<file path="src/rtl/whirlpool_round_ctrl_if.sv">
// Block handshake bundle for the Whirlpool round controller.
// The master side supplies blocks and consumes results; the controller is the slave.
interface whirlpool_round_ctrl_if;
    logic in_valid;
    logic in_ready;
    logic out_valid;
    logic out_ready;

    modport master (
        output in_valid,
        output out_ready,
        input  in_ready,
        input  out_valid
    );

    modport slave (
        input  in_valid,
        input  out_ready,
        output in_ready,
        output out_valid
    );
endinterface

</file>
<file path="src/rtl/whirlpool_round_ctrl.sv">
// Whirlpool compression-function sequencer: load, NROUNDS round commits, feed-forward, result hold.
// Define WHIRLPOOL_CTRL_SPLIT_ROUND_EN to spread each round over two half-round cycles.
module whirlpool_round_ctrl #(
    parameter int NROUNDS = 10,
    parameter int CNT_W   = 16
) (
    input  logic                 clk,
    input  logic                 rst,
    input  logic                 abort,
    whirlpool_round_ctrl_if.slave hs,
    output logic                 ld_en,
    output logic                 rnd_en,
    output logic                 stage_sel,
    output logic [3:0]           rc_idx,
    output logic                 ff_en,
    output logic                 busy,
    output logic [CNT_W-1:0]     blk_cnt
);

    typedef enum logic [1:0] {
        IDLE,
        ROUND,
        FFWD,
        DONE
    } state_t;

    localparam logic [3:0] RC_LAST = 4'(NROUNDS);

    state_t           state_q, state_d;
    logic [3:0]       rc_q, rc_d;
    logic [CNT_W-1:0] cnt_q;
    logic             cnt_inc;
    logic             commit;
    logic             ld_c, rnd_c, ff_c, ov_c, ir_c;

`ifdef WHIRLPOOL_CTRL_SPLIT_ROUND_EN
    logic stage_q, stage_d;
`endif

    // NOTE: all state uses non-blocking assignments so every register samples pre-edge values.
    always_ff @(posedge clk or posedge rst) begin
        if (rst) begin
            state_q <= IDLE;
            rc_q    <= '0;
            cnt_q   <= '0;
        end else begin
            state_q <= state_d;
            rc_q    <= rc_d;
            if (cnt_inc) begin
                cnt_q <= cnt_q + 1'b1;
            end
        end
    end

`ifdef WHIRLPOOL_CTRL_SPLIT_ROUND_EN
    always_ff @(posedge clk or posedge rst) begin
        if (rst) begin
            stage_q <= 1'b0;
        end else begin
            stage_q <= stage_d;
        end
    end
`endif

    // NOTE: every signal written here gets a default first, so no path can infer a latch.
    always_comb begin
        state_d = state_q;
        rc_d    = rc_q;
        cnt_inc = 1'b0;
        commit  = 1'b0;
        ld_c    = 1'b0;
        rnd_c   = 1'b0;
        ff_c    = 1'b0;
        ov_c    = 1'b0;
        // in_ready is gated by rst so it stays low until reset is released.
        ir_c    = (state_q == IDLE) && !rst;
`ifdef WHIRLPOOL_CTRL_SPLIT_ROUND_EN
        stage_d = stage_q;
`endif

        unique case (state_q)
            IDLE: begin
                if (ir_c && hs.in_valid) begin
                    ld_c    = 1'b1;
                    rc_d    = 4'd1;
                    state_d = ROUND;
`ifdef WHIRLPOOL_CTRL_SPLIT_ROUND_EN
                    stage_d = 1'b0;
`endif
                end
            end

            ROUND: begin
`ifdef WHIRLPOOL_CTRL_SPLIT_ROUND_EN
                // First half (shiftcol/sub) only advances the stage; second half commits.
                commit  = stage_q;
                stage_d = ~stage_q;
`else
                commit  = 1'b1;
`endif
                if (commit) begin
                    rnd_c = 1'b1;
                    if (rc_q == RC_LAST) begin
                        rc_d    = '0;
                        state_d = FFWD;
                    end else begin
                        rc_d = rc_q + 4'd1;
                    end
                end
            end

            FFWD: begin
                ff_c    = 1'b1;
                state_d = DONE;
            end

            DONE: begin
                ov_c = 1'b1;
                if (hs.out_ready) begin
                    cnt_inc = 1'b1;
                    state_d = IDLE;
                end
            end

            default: begin
                state_d = IDLE;
                rc_d    = '0;
            end
        endcase

        // Abort overrides everything: drop the block without any strobe or count.
        if (abort) begin
            state_d = IDLE;
            rc_d    = '0;
            cnt_inc = 1'b0;
            ld_c    = 1'b0;
            rnd_c   = 1'b0;
            ff_c    = 1'b0;
            ov_c    = 1'b0;
`ifdef WHIRLPOOL_CTRL_SPLIT_ROUND_EN
            stage_d = 1'b0;
`endif
        end
    end

    assign hs.in_ready  = ir_c;
    assign hs.out_valid = ov_c;
    assign ld_en        = ld_c;
    assign rnd_en       = rnd_c;
    assign ff_en        = ff_c;
    assign rc_idx       = rc_q;
    assign busy         = (state_q != IDLE);
    assign blk_cnt      = cnt_q;

`ifdef WHIRLPOOL_CTRL_SPLIT_ROUND_EN
    assign stage_sel = stage_q;
`else
    assign stage_sel = 1'b0;
`endif

    a_strobe_onehot: assert property (@(posedge clk) disable iff (rst)
        $onehot0({ld_en, rnd_en, ff_en}));

    a_ready_valid_excl: assert property (@(posedge clk) disable iff (rst)
        !(hs.in_ready && hs.out_valid));

    a_rc_range: assert property (@(posedge clk) disable iff (rst)
        rc_idx <= RC_LAST);

endmodule

</file>
<file path="src/flat_wrapper.sv">
// flat-port wrapper written by rule: the top's interface ports become plain ports
module whirlpool_round_ctrl_flat 
#(
    parameter int NROUNDS = 10,
    parameter int CNT_W   = 16
)
  (clk, rst, abort, ld_en, rnd_en, stage_sel, rc_idx, ff_en, busy, blk_cnt, hs_in_valid, hs_out_ready, hs_in_ready, hs_out_valid);
  whirlpool_round_ctrl_if hs_i ();
  input  logic clk;
  input  logic rst;
  input  logic abort;
  output logic ld_en;
  output logic rnd_en;
  output logic stage_sel;
  output logic [3:0] rc_idx;
  output logic ff_en;
  output logic busy;
  output logic [CNT_W-1:0] blk_cnt;
  input wire logic [$bits(hs_i.in_valid)-1:0] hs_in_valid;
  input wire logic [$bits(hs_i.out_ready)-1:0] hs_out_ready;
  output wire logic [$bits(hs_i.in_ready)-1:0] hs_in_ready;
  output wire logic [$bits(hs_i.out_valid)-1:0] hs_out_valid;
  assign hs_i.in_valid = hs_in_valid;
  assign hs_i.out_ready = hs_out_ready;
  assign hs_in_ready = hs_i.in_ready;
  assign hs_out_valid = hs_i.out_valid;
  whirlpool_round_ctrl #(.NROUNDS(NROUNDS), .CNT_W(CNT_W)) u_core (.clk(clk), .rst(rst), .abort(abort), .hs(hs_i), .ld_en(ld_en), .rnd_en(rnd_en), .stage_sel(stage_sel), .rc_idx(rc_idx), .ff_en(ff_en), .busy(busy), .blk_cnt(blk_cnt));
endmodule
</file>
<file path="config.mk">
export PLATFORM = sky130hd
export DESIGN_NAME = whirlpool_round_ctrl_flat
export DESIGN_NICKNAME = d
export VERILOG_FILES = /design/src/rtl/whirlpool_round_ctrl_if.sv /design/src/rtl/whirlpool_round_ctrl.sv /design/src/flat_wrapper.sv
export SDC_FILE = /design/constraint.sdc
export NUM_CORES = 1
export LEC_CHECK = 0
export BUFFER_PORTS_ARGS = -buffer_cell sky130_fd_sc_hd__buf_2
export CAP_MARGIN = 20
export CORE_MARGIN = 5
export CORE_UTILIZATION = 35
export CTS_CLUSTER_DIAMETER = 150
export DETAILED_ROUTE_END_ITERATION = 10
export GPL_ROUTABILITY_DRIVEN = 0
export PLACE_DENSITY = 0.61
export RECOVER_POWER = 50
export SLEW_MARGIN = 20
export SYNTH_ARGS = -nofsm -noshare
export SYNTH_HDL_FRONTEND = slang
export SYNTH_SLANG_ARGS = --single-unit
export TNS_END_PERCENT = 20
</file>
<file path="constraint.sdc">
create_clock -name clk -period 4 [get_ports clk]
set_input_delay 0.6 -clock clk [delete_from_list [all_inputs] [get_ports clk]]
set_output_delay 0.6 -clock clk [all_outputs]
set_load 0.03 [all_outputs]
</file>
==> results.tsv <==
stage	metric	value	unit
pwr	power_leakage	0.721	nW
route	first_pass_iters	2	
timing	rsz0062_at_grt	no	
route	postRouteAntennaNets	0	
timing	worst_pin_slew	0.890	ns
floorplanning	num_rows	21	
yosys	synth_top_area_cell	dfrtp_1	
route	drc_errors	0	
yosys	synth_xor_area_share	10.8	%
finish	synthToLayoutAreaGrowth	18.2	%
timing	drv_slew	0	
timing	hold_violations	0	
timing	slew_headroom	40.3	%
yosys	ys_ff_latch	22	
run_status	status	finished clean	
yosys	syn_area	1210	sq um
clock_tree	cts_root_buf	clkbuf_4	
route	drt-total-wl	2410	um
critical_path	startpoint	u_core.state_q[1]	
timing	holdWs	0.382	ns
finish	drive_gt1_share	22.4	%
floorplanning	fp.dieArea	4750	sq um
grt	grt_pass1_wl	4160	um
route	vias	924	
grt	top_usage_layer	met2	
critical_path	worstPathRequired	3.40	ns
clock_tree	cts_tree	done	
clock_tree	cts-resized-gates	0	
pwr	p_per_area	462	nW/um^2
timing	setup_viol	0	
placement	place.port_buffers	30	
floorplanning	die_w	68.9	um
finish	mostFrequentLayoutCell	buf_2	
yosys	yosys-top-cells-area	dfrtp_1 (45%), xnor2_1 (10%), ha_1 (8.2%)	
finish	final_nets	161	
critical_path	crit_path_start_kind	register	
yosys	netlist.area_leader.share	45.4	%
grt	first_global_vias	951	
timing	setup_tns	0	ns
clock_tree	cts_hold_buf	0	
yosys	seq_area_frac_synth	45.4	%
clock_tree	numCtsBuffers	3	
critical_path	worstSetupEndpointType	primary output	
yosys	synth-simple-area-share	23.0	%
timing	post-route-min-period	2.40	ns
grt	use_met3	2.43	%
yosys	syn-num-nets	128	
yosys	syn_avg_cell_area	10.6	sq um
floorplanning	core_area	3340	sq um
floorplanning	initial_core_util	36.4	%
timing	post-route-period-util	59.9	%
yosys	yosys_warnings	0	
placement	post-place-ws	1.74	ns
critical_path	critPathKind	reg2out	
worst_hold_path	hold_class	in2async	
yosys	synthAdderAreaFrac	8.25	%
yosys	synth_cell_types	33	
critical_path	cp_max_fo	5	
clock_tree	cts.sinks	22	
clock_tree	clock_latency	0.30	ns
timing	clock_skew	0.00150	ns
finish	fin_cells	193	
floorplanning	ioPinCount	32	
yosys	synth_compound_area_share	8.25	%
critical_path	crit_end	ld_en	
clock_tree	cts_setup_buffers	0	
critical_path	worstRegToRegCells	6	
route	routed_via_density	4.79	
grt	grt_usage	11.6	%
floorplanning	fp.dieH	68.9	um
job	drv_cap	0	
critical_path	r2r-end	u_core.rc_idx[3]	
timing	clock.fmax	417	MHz
grt	met1_usage	13.0	%
finish	antenna_cells	0	
grt	use_met2	22.3	%
yosys	synth_top_family_by_area	simple AND/OR/NAND/NOR gates	
critical_path	crit_arrival	1.80	ns
route	drt_iter0_markers	29	
clock_tree	htreeDepth	1	
clock_tree	cts_buffer_depth	2	
grt	gr-total-overflow	0	
clock_tree	cts.reportedPaths.clkPinSlew	0.12	ns
finish	layout_common_cells	buf_2 (26), dfrtp_1 (22), xnor2_1 (14)	
pwr	vdd_ir_drop_max	213	uV
yosys	synth_mux_area_share	0	%
finish	final_util	43.0	%
yosys	syn_inst	115	
grt	grt_max_degree	24	
critical_path	rr_startpoint	u_core.state_q[1]	
grt	antenna_found_initial	0	
placement	post-place-cells	189	
placement	hpwlAfterDp	1860	um
route	wl_per_cell	12.5	um
timing	worst_slack	1.60	ns
critical_path	rrSetupSlack	2.15	ns
==> through the flow <==
stage               power, mW  cell area [sq um]
floorplan               0.441               1210
global placement        0.495               1400
detailed placement      0.503               1400
CTS                     0.676               1460
global route            0.709               1440
finish                  0.663               1440
==> registers in the layout, indices dropped and copies added, names as in the netlist <==
register        cells
u_core.rc_idx       4
u_core.state_q      2
u_core.blk_cnt     16
==> cell families after synthesis <==
group / after synthesis
simple gates: 48
flops: 22
xor+xnor: 15
compound gates: 11
buf+inv: 10
fa+ha+maj: 8
other cells: 1
==> cell usage after synthesis (all sizes together) <==
library cell,number
o41ai,1
nor4b,1
a311oi,1
nand4,6
o21ai,3
a32o,1
nor2,10
o31ai,1
dfrtp,22
ha,8
nand2,9
nor2b,4
or3,1
xor2,1
inv,8
xnor2,14
nand3,6
o311ai,1
buf,2
and3b,2
nand3b,1
a22o,1
nand2b,3
nand4b,1
a211o,1
and4,2
conb,1
a21oi,1
nor4,1
and3,1
==> layer usage <==
| metal | share of wire, % | wire [um] | vias up |
|---|---|---|---|
| li1 | - | - | 459 |
| met1 | 44 | 1050 | 438 |
| met2 | 50 | 1200 | 23 |
| met3 | 5.8 | 140 | 4 |
| met4 | 0.79 | 19 | 0 |
| met5 | 0 | 0 | - |
==> worst max-delay path, cell delays in order (launching register included) <==
cell     delay, ns
dfrtp_1       0.43
inv_1         0.15
ha_1          0.30
inv_1         0.11
nor4b_1       0.27
buf_2         0.24
==> cell type report <==
type,instances,area (sq um)
fill,355,1900
multi-input combinational,83,599
sequential,22,551
timing repair buffer,30,145
tap,46,57.6
clock inverter,1,30.0
inverter,8,30.0
clock buffer,3,22.5
==> where the power goes <==
part	internal [mW]	switching (mW)	total, mW
registers	0.242	0.0267	0.269
clock network	0.101	0.0687	0.170
logic	0.0734	0.150	0.224
total	0.417	0.246	0.663
==> worst min path at each step <==
stage	depth (start not counted)	slack, ns	endpoint	start
after floorplan	1	0.52	u_core.state_q[0]	u_core.state_q[0]
after CTS	1	0.48	u_core.blk_cnt[15]	u_core.blk_cnt[15]
after detailed placement	1	0.46	u_core.blk_cnt[15]	u_core.blk_cnt[15]
final	2	0.38	u_core.rc_idx[3]	rst
after global placement	1	0.46	u_core.blk_cnt[15]	u_core.blk_cnt[15]
after global routing	2	0.45	u_core.rc_idx[3]	rst
No activity file was read; power rests on OpenSTA's default activity.
